File: config.mk
export PLATFORM = sky130hd
export DESIGN_NAME = imm_decode_stage
export DESIGN_NICKNAME = d
export VERILOG_FILES = /design/src/rtl/imm_decode_stage.sv
export SDC_FILE = /design/constraint.sdc
export NUM_CORES = 1
export LEC_CHECK = 0
export CAP_MARGIN = 20
export CORE_UTILIZATION = 30
export DETAILED_ROUTE_END_ITERATION = 10
export GPL_ROUTABILITY_DRIVEN = 0
export PLACE_DENSITY = 0.57
export SLEW_MARGIN = 20
export SYNTH_ARGS = -nofsm -noshare
export SYNTH_HDL_FRONTEND = slang
export SYNTH_SLANG_ARGS = --single-unit
export TNS_END_PERCENT = 5
File: constraint.sdc
create_clock -name clk -period 4.52 [get_ports clk]
set_clock_uncertainty 0.15 [all_clocks]
set_input_delay 0.678 -clock clk [delete_from_list [all_inputs] [get_ports clk]]
set_output_delay 0.678 -clock clk [all_outputs]
set_load 0.02 [all_outputs]
File: src/rtl/imm_decode_stage.sv
// Registered immediate decoder between fetch and execute.
// A two-entry buffer (output register + skid register) keeps in_ready_o registered.
module imm_decode_stage #(
  parameter int XLEN       = 32,
  parameter bit SYSTEM_IMM = 1'b1
) (
  input  logic            clk,
  input  logic            rst_n,
  input  logic            flush_i,
  input  logic            in_valid_i,
  output logic            in_ready_o,
  input  logic [31:0]     instr_i,
  input  logic [XLEN-1:0] pc_i,
  output logic            out_valid_o,
  input  logic            out_ready_i,
  output logic [31:0]     instr_o,
  output logic [XLEN-1:0] pc_o,
  output logic [XLEN-1:0] imm_o,
  output logic [2:0]      imm_type_o,
  output logic            illegal_o
);
  typedef struct packed {
    logic [31:0]     instr;
    logic [XLEN-1:0] pc;
    logic [XLEN-1:0] imm;
    logic [2:0]      typ;
    logic            illegal;
  } entry_t;

  localparam logic [2:0] T_NONE = 3'd0;
  localparam logic [2:0] T_I    = 3'd1;
  localparam logic [2:0] T_S    = 3'd2;
  localparam logic [2:0] T_B    = 3'd3;
  localparam logic [2:0] T_U    = 3'd4;
  localparam logic [2:0] T_J    = 3'd5;

  entry_t      dec, out_q, skid_q;
  logic        out_valid, skid_valid;
  logic        accept, drain;
  logic [11:0] i_imm, s_imm;
  logic [12:0] b_imm;
  logic [31:0] u_imm;
  logic [20:0] j_imm;

  assign i_imm = instr_i[31:20];
  assign s_imm = {instr_i[31:25], instr_i[11:7]};
  assign b_imm = {instr_i[31], instr_i[7], instr_i[30:25], instr_i[11:8], 1'b0};
  assign u_imm = {instr_i[31:12], 12'b0};
  assign j_imm = {instr_i[31], instr_i[19:12], instr_i[20], instr_i[30:21], 1'b0};

  always_comb begin
    dec         = '0;
    dec.instr   = instr_i;
    dec.pc      = pc_i;
    if (instr_i[1:0] != 2'b11) begin
      dec.illegal = 1'b1;
    end else begin
      case (instr_i[6:0])
        7'b0000011, 7'b0010011, 7'b1100111: begin
          dec.typ = T_I; dec.imm = XLEN'($signed(i_imm));
        end
        7'b0100011: begin dec.typ = T_S; dec.imm = XLEN'($signed(s_imm)); end
        7'b1100011: begin dec.typ = T_B; dec.imm = XLEN'($signed(b_imm)); end
        7'b0110111, 7'b0010111: begin
          dec.typ = T_U; dec.imm = XLEN'($signed(u_imm));
        end
        7'b1101111: begin dec.typ = T_J; dec.imm = XLEN'($signed(j_imm)); end
        7'b0110011, 7'b0001111: dec.typ = T_NONE;
        7'b1110011: begin
          if (SYSTEM_IMM) begin
            dec.typ = T_I; dec.imm = XLEN'($signed(i_imm));
          end
        end
        default: dec.illegal = 1'b1;
      endcase
    end
  end

  assign in_ready_o = ~skid_valid;
  assign accept     = in_valid_i & in_ready_o & ~flush_i;
  assign drain      = out_valid & out_ready_i;

  // Skid only fills while the output register is stalled, so it always refills first.
  always_ff @(posedge clk) begin
    if (!rst_n) begin
      out_valid  <= 1'b0;
      skid_valid <= 1'b0;
      out_q      <= '0;
      skid_q     <= '0;
    end else if (flush_i) begin
      out_valid  <= 1'b0;
      skid_valid <= 1'b0;
    end else if (!out_valid || drain) begin
      if (skid_valid) begin
        out_q      <= skid_q;
        out_valid  <= 1'b1;
        skid_valid <= 1'b0;
      end else if (accept) begin
        out_q      <= dec;
        out_valid  <= 1'b1;
      end else begin
        out_valid  <= 1'b0;
      end
    end else if (accept) begin
      skid_q     <= dec;
      skid_valid <= 1'b1;
    end
  end

  assign out_valid_o = out_valid;
  assign instr_o     = out_q.instr;
  assign pc_o        = out_q.pc;
  assign imm_o       = out_q.imm;
  assign imm_type_o  = out_q.typ;
  assign illegal_o   = out_q.illegal;
endmodule

# After elaboration in Yosys (flattened, before gate mapping)
# Index checks and enable logic that the tools add are counted.
word_totals:
  ff_bits: 202
  input_bits: 69
  output_inout_bits: 102
op_classes:
  n_eq_ne: 12
  n_mux: 9
  bitwise_logic: 7
  n_reduce_logical: 10
op_table:
  columns: ["op", "count"]
  rows:
  - ["100-bit 2-to-1 mux", 2]
  - ["32-bit case mux with 5 select lines", 1]
  - ["35-bit 2-to-1 mux", 1]
  - ["7-bit == test, second input constant", 4]
  - ["7-bit by 6-bit == test with 1-bit output, second input constant", 3]
  - ["3-bit case mux with 5 select lines", 1]
  - ["7-bit by 5-bit == test with 1-bit output, second input constant", 2]
  - ["11-bit OR reduction", 1]
  - ["7-bit by 2-bit == test with 1-bit output, second input constant", 1]
  - ["7-bit by 4-bit == test with 1-bit output, second input constant", 1]
  - ["3-bit AND reduction", 2]
  - ["1-bit 2-to-1 mux", 4]
  - ["1-bit NOT", 4]
  - ["2-bit OR reduction", 2]
  - ["4-bit OR reduction", 1]
  - ["1-bit bitwise AND", 3]
  - ["3-bit OR reduction", 1]
  - ["2-bit != test, second input constant", 1]
  - ["2-bit nonzero test", 1]
  - ["1-bit logical NOT", 1]
  - ["1-bit logical OR", 1]

# Logic depth before layout (Yosys ltp)
depth:
  ltp_word: 6
  ltp_mapped: 8
  depth_no_buf: 4

# Worst setup path after synthesis
# OpenSTA, ideal clock, no wires.
synth_path:
  path_kind: "in2reg"
  start: "in instr_i[6]"
  end: "reg out_q, in the netlist imm_o[21]"
  setup_time_ps: 87
  arrival_time_ps: 1846
  setup_slack_ps: 2437
  cell_stages: 6
  path_buffers: 2
  cell_sequence: "buf_2 and2b_1 o32ai_4 a21oi_2 buf_6 a221oi_2"
synth_via:
  elab_chain_cells: 6
  word_cells_on_any_way: 15
  cone_classes: "eq/ne (9); mux (4); reduce/logical (2)"
synth_rtl:
  columns: ["element", "line_no", "text"]
  rows:
  - ["from (decl)", "12", "input logic [31:0] instr_i,"]
  - ["7-bit == test, or another cell as far along", "58", "case (instr_i[6:0])"]
  - ["4-bit OR reduction (no line) or 2-bit OR reduction (tied branches)", null, null]
  - ["32-bit case mux with 5 select lines (*)", "58", null]
  - ["35-bit 2-to-1 mux (*)", "55", "if (instr_i[1:0] != 2'b11) begin"]
  - ["100-bit 2-to-1 mux (*)", "98", "end else if (accept) begin"]
  - ["100-bit 2-to-1 mux (*)", "94", "if (skid_valid) begin"]
  - ["to (signal assigned)", "95", "out_q <= skid_q;"]
  - ["to (decl)", "37", "entry_t dec, out_q, skid_q;"]
# Every way passes the cells marked *; elsewhere a longest branch is shown, timed or not. The select of a mux whose other input is x is not followed.
# A chain may end at the register's enable or synchronous reset.

# Worst setup path after layout
layout_path:
  start: "reg skid_valid"
  end: "out in_ready_o"
layout_via:
  elab_chain_cells: 1
layout_rtl:
  columns: ["element", "line_no", "text"]
  rows:
  - ["from (decl)", "38", "logic out_valid, skid_valid;"]
  - ["from (signal assigned)", "87", "skid_valid <= 1'b0;"]
  - ["from (signal assigned)", "92", "skid_valid <= 1'b0;"]
  - ["from (signal assigned)", "97", "skid_valid <= 1'b0;"]
  - ["1-bit NOT", "79", "assign in_ready_o = ~skid_valid;"]
  - ["to (decl)", "11", "output logic in_ready_o,"]
# Every way passes these cells.

==> metrics.txt <==
crit path from=skid_valid; Synth area leaders=dfxtp_1, nand2_1, mux2i_1; DP HPWL=15.3 mm; nets@finish=1140; Seq/Total Area, Yosys=47.6%; Synth Instances=954; CP arrival=2.50 ns; Residual DRC=0; via count=7431; # port buffers=170; Final period util=73.6%; worst setup path category=reg -> out; PwrDens=396 nW/um2; Die ar.=29000 um2; Fin Setup TNS=0 ns; clock period minus final worst setup slack=3.33 ns; Req. time, crit path=3.69 ns; Die H=170 um; grt ovf=0; final hold viol count=0; Worst-Margin Slew=1.08 ns; ys flop type=dfxtp_1; num rows=61; Clock power frac=46.9%; Root Driver=clkbuf_16; Synth async-reset ratio=0%; cts hold-fix bufs=0; H-tree levels=1; number of diodes=0; net count after synthesis=1023; detailed-router iteration count before antenna repair=5; die width=170 um; Design Area, Final=11300 um2; Post-CTS Setup Bufs=0; Final ANT Viol Nets=0; top-area cell type share of the netlist area=47.6%; all-layer global routing usage=16.6%; antenna violations before repair=0; routed len/inst=16.7 um; Yosys top cell by area=dfxtp_1; Place WS=1.23 ns; hold path startpoint=skid_q[35]; share of cells above drive strength 1=8.46%; count leader, synth=dfxtp_1; Seq cells post-synth=202; Max Fanout on Critical Path=36; final-report max-slew violation count=0; Distinct cells, synth=56; effective utilization at floorplan=30.5%; CORE AREA=27800 um2; Fillers=2809; routed wire length=24.4 mm; vias per cell=5.07; Worst setup EP type=output port; Layout Utilization=40.6%; RSZ-0062 raised after global routing=false; vias in the first global route=7154; pin count of the biggest net entering global routing=108; leakage=3.60 nW; placed inst area=10400 um2; register clock-pin slew on the reported worst setup and hold paths=0.06 ns; Final Setup Violations=0; Internal Power=3.35 mW; MaxCap Viol Count=0; post_cts resized=0; 1st-iter DRT viols=448; startpoint types=flop; Net Sw Frac=24.9%; Worst slew margin=27.9%; Reg-to-Reg Start=skid_valid; count of flip-flops with a built-in enable after synthesis=0; HP Class=reg -> reg; Layout area overhead=32.7%; Pwr Total=4.46 mW; run status=complete, no violations; Max Fclk=301 MHz; CTS Sinks=202; first-pass GRT wire length=38.6 mm; Avg Inst Size Synth=8.90 um2; power share of the combinational group=11.0%; Post-synth top cells=dfxtp_1, nand2_1, a21oi_1; Synth Cell Area=8490 um2; IO Count=171; worst-case clock buffer depth=3; CTS Buf Count=25; Sw Pwr=1.11 mW; CTS tree=built; Worst VDD drop=0.184 mV; clock latency on the worst-skew pair=0.53 ns; Ys Warns=0; Seq pwr share=42.1%; fin worst setup slack=1.19 ns
## registers in the layout, summed over array words and instances, names as in the netlist
register     count
instr_o         32
out_valid_o      1
imm_o           32
pc_o            32
imm_type_o       3
illegal_o        1
skid_valid       1
skid_q         100
## critical path, stage by stage, from the launching register on
cell	delay, ns
dfxtp_4	0.79
inv_2	0.48
clkdlybuf4s50_1	0.66
## per-layer routing
metal / GRT usage (%) / wire (um) / vias up
met4: 4.23 / 509 / 0
met2: 27.7 / 11300 / 195
met3: 3.84 / 1540 / 34
met1: 21.5 / 11100 / 3543
li1: - / - / 3659
met5: 0 / 0 / -
## path summary, 6_finish.rpt
check / endpoint / slack [ns] / cells past startpoint
worst min register to register: skid_q[35] / 0.30 / 2
worst max register to register: imm_o[2] / 1.93 / 5
worst min-delay path: skid_q[35] / 0.30 / 2
worst max-delay path: in_ready_o / 1.19 / 2
## power by group through the flow
stage               clock (mW)  combinational, mW  sequential [mW]
finish                    2.09              0.492             1.88
detailed placement           0              0.495             1.92
CTS                       2.15              0.497             1.88
global route              2.22              0.532             1.88
floorplan                    0              0.198             1.97
global placement             0              0.493             1.92
## cell usage in the layout (no fill, tap or decap), types with 5 or more instances in the layout
| cell | n |
|---|---|
| nand3_1 | 8 |
| clkdlybuf4s50_1 | 170 |
| o21ai_0 | 38 |
| o22ai_1 | 5 |
| buf_4 | 11 |
| o21ai_1 | 14 |
| a32o_1 | 10 |
| or3_1 | 5 |
| mux2i_1 | 64 |
| a21oi_1 | 112 |
| clkbuf_16 | 26 |
| o2bb2ai_1 | 6 |
| nor4b_1 | 11 |
| and3_1 | 5 |
| nor2_1 | 65 |
| a31oi_1 | 6 |
| clkinv_2 | 5 |
| dfxtp_1 | 201 |
| a211oi_1 | 65 |
| a221oi_2 | 18 |
| nand2_1 | 172 |
## logic make-up (layout without fill, tap and decap cells)
family / count (synthesis) / in the layout / share of synthesized area, %
AO/OA/AOI/OAI: 292 / 292 / 23.6
XOR/XNOR: 1 / 1 / 0.103
buffers and inverters: 96 / 230 / 5.01
flip-flops: 202 / 202 / 47.6
multiplexers: 64 / 64 / 7.55
AND/OR/NAND/NOR: 299 / 299 / 16.1
## per-stage QoR
step           std cells  hold WS, ns
2_1_floorplan        954        0.283
3_5_place_dp        1422        0.295
6_report            1466        0.302
4_1_cts             1466        0.303
3_3_place_gp        1422        0.291
5_1_grt             1466        0.322
## area by class of cell
class | count | area (um2) | share of cell area (%)
clock buffers | 31 | 709 | 6.30
clock inverters | 13 | 168 | 1.49
inverters | 3 | 16.3 | 0.144
multi-input cells | 656 | 4030 | 35.8
flip-flops and latches | 202 | 4050 | 35.9
well taps | 378 | 473 | 4.20
repair buffers | 183 | 1820 | 16.2
(Power assumes the default switching activity.)
